## src/rtl/matmul_operand_feeder.sv

```systemverilog
// Operand feeder for an N x N systolic matrix multiplier.
// Holds the A and B operands in register buffers, then streams them as
// diagonally skewed wavefronts: PE row i receives A[i][t-i] and PE column j
// receives B[t-j][j] at beat t, for K+N-1 consecutive beats.
module matmul_operand_feeder #(
  parameter int DATA_WIDTH = 16,
  parameter int BUS_WIDTH  = 64
) (
  input  logic                      clk_i,
  input  logic                      rst_ni,
  input  logic                      wr_en_i,
  input  logic                      wr_sel_i,
  input  logic [$clog2(BUS_WIDTH/DATA_WIDTH)-1:0] wr_row_i,
  input  logic [BUS_WIDTH-1:0]      wr_data_i,
  input  logic                      start_i,
  input  logic [$clog2(BUS_WIDTH/DATA_WIDTH):0]   k_i,
  output logic [BUS_WIDTH-1:0]      a_o,
  output logic [BUS_WIDTH-1:0]      b_o,
  output logic                      valid_o,
  output logic                      busy_o,
  output logic                      done_o,
  output logic                      err_o
);

  localparam int N     = BUS_WIDTH / DATA_WIDTH;
  localparam int IDX_W = $clog2(N);
  localparam int K_W   = $clog2(N) + 1;
  localparam int T_W   = $clog2(2 * N);

  typedef enum logic [1:0] {
    ST_IDLE   = 2'b00,
    ST_STREAM = 2'b01,
    ST_DONE   = 2'b10
  } state_e;

  state_e state_q, state_d;
  logic [T_W-1:0] t_q, t_d;
  logic [K_W-1:0] k_q, k_d;
  logic [N-1:0][N-1:0][DATA_WIDTH-1:0] a_mem_q, a_mem_d;
  logic [N-1:0][N-1:0][DATA_WIDTH-1:0] b_mem_q, b_mem_d;
  logic [BUS_WIDTH-1:0] a_q, a_d;
  logic [BUS_WIDTH-1:0] b_q, b_d;
  logic valid_q, valid_d;
  logic busy_q, busy_d;
  logic done_q, done_d;
  logic err_q, err_d;
  logic last_beat_s;
  logic k_legal_s;
  int   rel_s;

  // Detect the final beat of the current stream and legality of a requested K.
  always_comb begin
    last_beat_s = (int'(t_q) == (int'(k_q) + N - 2));
    k_legal_s   = (k_i != '0) && (k_i <= K_W'(N));
  end

  // Next-state logic: FSM transitions, operand buffer writes, command rejection.
  always_comb begin
    state_d = state_q;
    t_d     = t_q;
    k_d     = k_q;
    a_mem_d = a_mem_q;
    b_mem_d = b_mem_q;
    err_d   = 1'b0;
    case (state_q)
      ST_IDLE: begin
        // The write lands in the _d buffers, so a same-cycle start sees the new row.
        if (wr_en_i) begin
          if (wr_sel_i) begin
            b_mem_d[wr_row_i] = wr_data_i;
          end else begin
            a_mem_d[wr_row_i] = wr_data_i;
          end
        end else begin
          a_mem_d = a_mem_q;
        end
        if (start_i) begin
          if (k_legal_s) begin
            state_d = ST_STREAM;
            t_d     = '0;
            k_d     = k_i;
          end else begin
            err_d = 1'b1;
          end
        end else begin
          state_d = ST_IDLE;
        end
      end
      ST_STREAM: begin
        err_d = wr_en_i | start_i;
        if (last_beat_s) begin
          state_d = ST_DONE;
        end else begin
          t_d = t_q + T_W'(1);
        end
      end
      ST_DONE: begin
        err_d   = wr_en_i | start_i;
        state_d = ST_IDLE;
      end
      default: begin
        state_d = ST_IDLE;
      end
    endcase
  end

  // Beat data for the next cycle: skewed diagonal selection from the buffers.
  always_comb begin
    a_d   = '0;
    b_d   = '0;
    rel_s = 0;
    for (int i = 0; i < N; i++) begin
      rel_s = int'(t_d) - i;
      if ((state_d == ST_STREAM) && (rel_s >= 0) && (rel_s < int'(k_d))) begin
        a_d[i*DATA_WIDTH +: DATA_WIDTH] = a_mem_d[i][rel_s[IDX_W-1:0]];
        b_d[i*DATA_WIDTH +: DATA_WIDTH] = b_mem_d[rel_s[IDX_W-1:0]][i];
      end else begin
        a_d[i*DATA_WIDTH +: DATA_WIDTH] = '0;
        b_d[i*DATA_WIDTH +: DATA_WIDTH] = '0;
      end
    end
  end

  // Status flags follow the next state so they line up with the registered beat data.
  always_comb begin
    valid_d = (state_d == ST_STREAM);
    busy_d  = (state_d != ST_IDLE);
    done_d  = (state_d == ST_DONE);
  end

  // State, buffers and all outputs; reset clears everything including the operands.
  always_ff @(posedge clk_i or negedge rst_ni) begin
    if (!rst_ni) begin
      state_q <= ST_IDLE;
      t_q     <= '0;
      k_q     <= '0;
      a_mem_q <= '0;
      b_mem_q <= '0;
      a_q     <= '0;
      b_q     <= '0;
      valid_q <= 1'b0;
      busy_q  <= 1'b0;
      done_q  <= 1'b0;
      err_q   <= 1'b0;
    end else begin
      state_q <= state_d;
      t_q     <= t_d;
      k_q     <= k_d;
      a_mem_q <= a_mem_d;
      b_mem_q <= b_mem_d;
      a_q     <= a_d;
      b_q     <= b_d;
      valid_q <= valid_d;
      busy_q  <= busy_d;
      done_q  <= done_d;
      err_q   <= err_d;
    end
  end

  assign a_o     = a_q;
  assign b_o     = b_q;
  assign valid_o = valid_q;
  assign busy_o  = busy_q;
  assign done_o  = done_q;
  assign err_o   = err_q;

endmodule

```

## config.mk

```make
export PLATFORM = sky130hd
export DESIGN_NAME = matmul_operand_feeder
export DESIGN_NICKNAME = d
export VERILOG_FILES = /design/src/rtl/matmul_operand_feeder.sv
export SDC_FILE = /design/constraint.sdc
export NUM_CORES = 1
export LEC_CHECK = 0
export BUFFER_PORTS_ARGS = -buffer_cell sky130_fd_sc_hd__buf_2
export CAP_MARGIN = 40
export CORE_AREA = 2 2 286 288
export DETAILED_ROUTE_END_ITERATION = 10
export DIE_AREA = 0 0 288 290
export PLACE_DENSITY = 0.54
export SYNTH_ARGS = -nofsm -noshare
export SYNTH_HDL_FRONTEND = slang
export SYNTH_SLANG_ARGS = --single-unit
```

## constraint.sdc

```tcl
create_clock -name clk_i -period 4.7 [get_ports clk_i]
set_input_delay 0.94 -clock clk_i [delete_from_list [all_inputs] [get_ports clk_i]]
set_output_delay 0.94 -clock clk_i [all_outputs]
set_load 0.005 [all_outputs]
```

Word-level counts from Yosys, hierarchy flattened
Cells that the tools add are included.
{"block": "word_totals", "regBits": 652, "inputBits": 74, "output_inout_bits": 132, "wordCells": 130}
{"block": "classes", "addsub": 6, "order_cmp": 15, "n_eq_ne": 5, "n_mux": 48, "bitwise": 1, "reduce_logical": 14}
{"op": "2-to-1 mux 256 bit", "count": 6}
{"op": "binary-select mux 64 bit (select 2 bit)", "count": 4}
{"op": "bitwise mux 256 bit", "count": 2}
{"op": "2-to-1 mux 16 bit", "count": 13}
{"op": "binary-select mux 16 bit (select 2 bit)", "count": 4}
{"op": "demux 64 bit (select 2 bit)", "count": 1}
{"op": "2-to-1 mux 64 bit", "count": 2}
{"op": "2-to-1 mux 48 bit", "count": 1}
{"op": "2-to-1 mux 32 bit", "count": 1}
{"op": "2-to-1 mux 3 bit", "count": 6}
{"op": "< comparator 2 x 3 -> 1 bit (second input constant)", "count": 5}
{"op": ">= comparator 4 x 1 -> 1 bit (second input constant)", "count": 3}
{"op": "< comparator 4 bit", "count": 3}
{"op": "logical AND 1 bit", "count": 10}
{"op": "subtractor 3 x 2 -> 4 bit (second input constant)", "count": 2}
{"op": "2-to-1 mux 2 bit", "count": 3}
{"op": "one-hot mux 3 bit (2 select lines)", "count": 1}
{"op": "equality test 4 x 5 -> 1 bit", "count": 1}
{"op": "subtractor 4 x 2 -> 5 bit (second input constant)", "count": 1}
{"op": "adder 3 x 3 -> 4 bit (second input constant)", "count": 1}
{"op": "equality test 2 x 1 -> 1 bit (second input constant)", "count": 2}
{"op": "equality test 2 bit (second input constant)", "count": 2}
{"op": "one-hot mux 2 bit (2 select lines)", "count": 1}
{"op": "subtractor 3 x 1 -> 4 bit (second input constant)", "count": 1}
{"op": "other kinds (12)", "count": 13}

Depth between registers and ports, before layout
{"block": "logic_depth", "word_depth": 11, "mapped_depth": 20}

Worst setup path before layout
No wires, ideal clock.
{"block": "synth_path", "path_kind": "in2reg", "from": "input port k_i[2]", "to": "register a_q[18], in the netlist a_o[18]", "arrival_time_ps": 4959, "t_required_ps": 4599, "slack_ps": -360, "cell_stages": 17, "n_path_buf": 6, "cell_sequence": "or3_4 > a31oi_1 > or2_1 > a32o_1 > clkbuf_1 > buf_2 > ha_1 > clkinv_1 > clkbuf_1 > buf_1 > buf_1 > ha_1 > nor3b_1 > o21ai_0 > o2111ai_1 > clkbuf_1 > nor4_1"}
{"block": "synth_via", "elab_chain_cells": 10}
{"item": "from (decl)", "line": "16", "source": "input logic [$clog2(BUS_WIDTH/DATA_WIDTH):0] k_i,"}
{"item": "<= comparator 3 bit or nonzero test 3 bit (tied branches)", "line": "54", "source": "k_legal_s = (k_i != '0) && (k_i <= K_W'(N));"}
{"item": "logical AND 1 bit", "line": "54"}
{"item": "2-to-1 mux 3 bit", "line": "78", "source": "if (k_legal_s) begin"}
{"item": "2-to-1 mux 3 bit", "line": "77", "source": "if (start_i) begin"}
{"item": "one-hot mux 3 bit (2 select lines)", "line": "65", "source": "case (state_q)"}
{"item": "subtractor 3 x 1 -> 4 bit", "line": "113", "source": "rel_s = int'(t_d) - i;"}
{"item": ">= comparator 4 x 1 -> 1 bit", "line": "114", "source": "if ((state_d == ST_STREAM) && (rel_s >= 0) && (rel_s < int'(k_d))) begin"}
{"item": "logical AND 1 bit (2 in a row)", "line": "114"}
{"item": "2-to-1 mux 16 bit *", "line": "114"}
{"item": "net a_d[18]", "line": "41", "source": "logic [BUS_WIDTH-1:0] a_q, a_d;"}
{"item": "to (signal assigned)", "line": "139", "source": "a_q <= '0;"}
{"item": "to (signal assigned)", "line": "151", "source": "a_q <= a_d;"}
{"item": "to (decl)", "line": "41"}
Mark *: on every way through the listed nets, which the timed path passes. The rest lies on a longest branch. The select of a mux whose other input is x is not followed.

Worst setup path after layout
{"block": "layout_path", "from": "register k_q[1]", "to": "register a_q[62], in the netlist a_o[62]"}
{"block": "layout_via", "elab_chain_cells": 10}
{"item": "from (decl)", "line": "38", "source": "logic [K_W-1:0] k_q, k_d;"}
{"item": "from (signal assigned)", "line": "148", "source": "k_q <= k_d;"}
{"item": "adder 3 x 3 -> 4 bit", "line": "53", "source": "last_beat_s = (int'(t_q) == (int'(k_q) + N - 2));"}
{"item": "subtractor 4 x 2 -> 5 bit", "line": "53"}
{"item": "equality test 4 x 5 -> 1 bit", "line": "53"}
{"item": "2-to-1 mux 3 bit", "line": "91", "source": "if (last_beat_s) begin"}
{"item": "one-hot mux 3 bit (2 select lines)", "line": "65"}
{"item": "subtractor 3 x 2 -> 4 bit", "line": "113"}
{"item": ">= comparator 4 x 1 -> 1 bit", "line": "114"}
{"item": "logical AND 1 bit (2 in a row)", "line": "114"}
{"item": "2-to-1 mux 16 bit *", "line": "114"}
{"item": "net a_d[62]", "line": "41"}
Marked as above.

==> summary.txt <==
Layout
  – Area of the multi-input gates: 10900 µm²
  – Final Util: 40.7%
  – Register Area: 16300 µm²
  – Filler cell count: 7637
  – Commonest non-fill, non-tap cell in the layout: dfrtp_1
  – Final Net Count: 2441
  – Final non-filler cell total: 3467
  – Synth-to-layout area growth: 16.6%
  – Commonest non-fill, non-tap cells in the layout: dfrtp_1, mux2_2, nor2_1
  – Share of layout cells above drive strength 1: 39.0%

Synthesis
  – Synth warnings: 0
  – Synth Flop Type: dfrtp_1
  – Yosys top cell area share: 58.3%
  – Yosys reg bits: 652
  – Number of flops mapped to enable cells by yosys: 0
  – Syn Nets: 2276
  – Post-Syn Instances: 2185
  – Post-synth cell types: 55
  – Top cells by area, synth: dfrtp_1, mux2_2, nor2_1
  – Syn Std Cell Area: 28000 µm²
  – Sequential area share after synthesis: 58.3%
  – Syn avg cell area: 12.8 µm²
  – Ys async rst share: 100%
  – Area leader, netlist: dfrtp_1

Outcome
  – Outcome: finished, final reports clean

Run
  – Max-cap viol count: 0

STA
  – Worst slew pin tran: 0.907 ns
  – Slew Limit Headroom: 39.5%
  – Hold violation count in the final report: 0
  – Max Clk Rate: 0.240 GHz
  – Clock skew: 0.0169 ns
  – Final Hold Slack: 0.409 ns
  – Max-slew violations: 0
  – RSZ-0062 raised after global routing: no
  – Endpoints failing setup: 0
  – Fin crit period: 4.16 ns
  – Final WS setup: 0.537 ns
  – Setup total negative slack: 0 ns
  – Tcrit/Tclk final: 88.6%

Floorplanning
  – Chip height: 290 µm
  – I/O pins: 206
  – Die W: 288 µm
  – Initial core utilization: 34.9%
  – Cell row count: 104
  – Overall die area: 83500 µm²
  – Core area: 80200 µm²

Drt
  – Via-to-Cell Ratio: 5.21
  – DRC: 0
  – Drt pass-1 iters: 5
  – Drt wl/cell: 24.3 µm
  – Via Count: 18100
  – First DRT Iteration DRCs: 1124
  – WL final: 84.2 mm
  – Final ANT Viol Nets: 0

Placement
  – Detailed Place HPWL: 52.0 mm
  – Post-place setup slack: 0.337 ns
  – Port bufs: 205
  – Final GP Congestion: 0.794
  – Placed Cells: 3335

Pwr
  – Int Power: 16.6 mW
  – Clock share of power: 21.5%
  – Sw power: 10.3 mW
  – Power Density: 822 nW/µm²
  – Pleak: 14.4 nW
  – Max VDD drop: 907 µV
  – Comb pwr share: 46.0%
  – Switching share of total power: 38.3%
  – Sequential Power Share: 32.5%

Global routing
  – Initial antenna violation count: 24
  – Largest net degree at the start of global routing: 136
  – Global route total overflow: 0
  – First-pass GRT wire length: 126 mm
  – Number of global-route vias before repair: 18800
  – Total track usage: 20.3%

Critical path
  – CP Buf/Inv Count: 2
  – Worst-path cell chain: ha_1 -> xor2_1 -> nor4_1 -> a211o_4 -> buf_12 -> buf_4 -> or3_1 -> o31ai_1 -> nor4_1
  – R2r setup slk: 0.54 ns
  – Worst R2R Start: k_q[1]
  – Setup Crit Path Kind: flop to flop
  – Most frequent CP cell: nor4_1
  – CP max-delay cell: buf_4
  – Critical Path RT: 5.20 ns
  – Crit start category: flop
  – Reg2Reg Capture Point: a_o[62]
  – CP peak stage delay: 0.84 ns
  – Setup crit end kind: flop
  – Crit-path leading delay family: buffers and inverters
  – R2R depth: 9
  – CP max FO: 135
  – Arr. time, crit path: 4.66 ns

Clock network
  – Max clock buf depth: 3
  – Num CTS Buffers: 73
  – Post_cts resized: 0
  – Clk_lat worst skew: 0.62 ns
  – Clock Pin Slew Worst Setup and Hold Paths: 0.06 ns
  – Clock sinks: 652
  – TritonCTS clock tree: done
  – Root buffer cell: clkbuf_16
  – Post CTS Setup Buffer Count: 0
  – H-tree levels: 3
  – Post-CTS Hold Fix Bufs: 0

Min path
  – Hold WC Path Type: primary input to asynchronous set/reset pin
[power by group through the flow]
stage               logic, mW  clock network [mW]  registers, mW
floorplan                9.27                   0           8.59
global placement         12.1                   0           8.75
detailed placement       12.4                   0           8.86
CTS                      12.5                5.90           8.77
global route             13.6                6.15           8.99
finish                   12.3                5.77           8.72
[state kept, by name, indices dropped and copies added (netlist names)]
| name | flops |
|---|---|
| state_q | 2 |
| busy_o | 1 |
| a_o | 64 |
| err_o | 1 |
| k_q | 3 |
| valid_o | 1 |
| t_q | 3 |
| b_o | 64 |
| b_mem_q | 256 |
| done_o | 1 |
| a_mem_q | 256 |
[how the worst max path moves through the flow]
stage	start	endpoint	slack, ns	cells after the start
5_1_grt	k_q[1]	a_o[62]	0.26	9
2_1_floorplan	k_i[2]	a_o[18]	0.03	17
6_report	k_q[1]	a_o[62]	0.54	9
4_1_cts	k_q[1]	a_o[62]	0.53	9
3_5_place_dp	k_i[2]	a_o[63]	0.34	13
3_3_place_gp	k_i[2]	b_o[63]	0.40	13
[metrics by stage]
step	instance area (µm²)	power (mW)
after detailed placement	30200	21.3
final	32600	26.8
after CTS	32600	27.2
after global placement	30200	20.9
after global routing	32600	28.7
after floorplan	28000	17.9
[synthesized netlist by cell type (4+ instances only)]
cell type and number:
a211oi_1 17, clkbuf_1 49, dfrtp_1 652, nand2b_1 5, nor4_1 8, nand2_1 9, inv_1 11, mux2_2 512
nor2b_1 8, buf_4 14, mux4_2 5, or3_1 167, a211oi_2 9, buf_6 9, buf_2 79, mux2i_1 24
o31ai_1 37, and2_1 4, ha_1 17, o21a_1 22, a21oi_1 74, nor3_1 71, nor2_1 308, nor4_2 29
[routing by layer]
layer	wire length, µm	GRT usage, %	share of wire, %
met5	44	0	0.052
met1	38000	28.6	45
met2	39200	31.7	47
met4	1990	5.33	2.4
met3	4990	4.05	5.9
[area by class of cell]
class / count / share of cell area [%]
Antenna cell: 3 / 0.0230
Clock buffer: 111 / 7.01
Clock inverter: 18 / 0.479
Inverter: 15 / 0.192
Multi-Input combinational cell: 1365 / 33.4
Sequential cell: 652 / 50.0
Tap cell: 1060 / 4.06
Timing Repair Buffer: 243 / 4.80
[cells by family (layout without fill, tap and decap cells)]
family	after synthesis	after routing	synth area share, %
AO/OA/AOI/OAI	181	181	4.49
adder cells (fa/ha/maj)	17	17	0.760
multiplexers	541	541	21.9
other	0	3	0
buffers and inverters	168	387	3.03
flip-flops	652	652	58.3
AND/OR/NAND/NOR	621	621	11.4
XOR/XNOR	5	5	0.156
(Power assumes the default switching activity.)
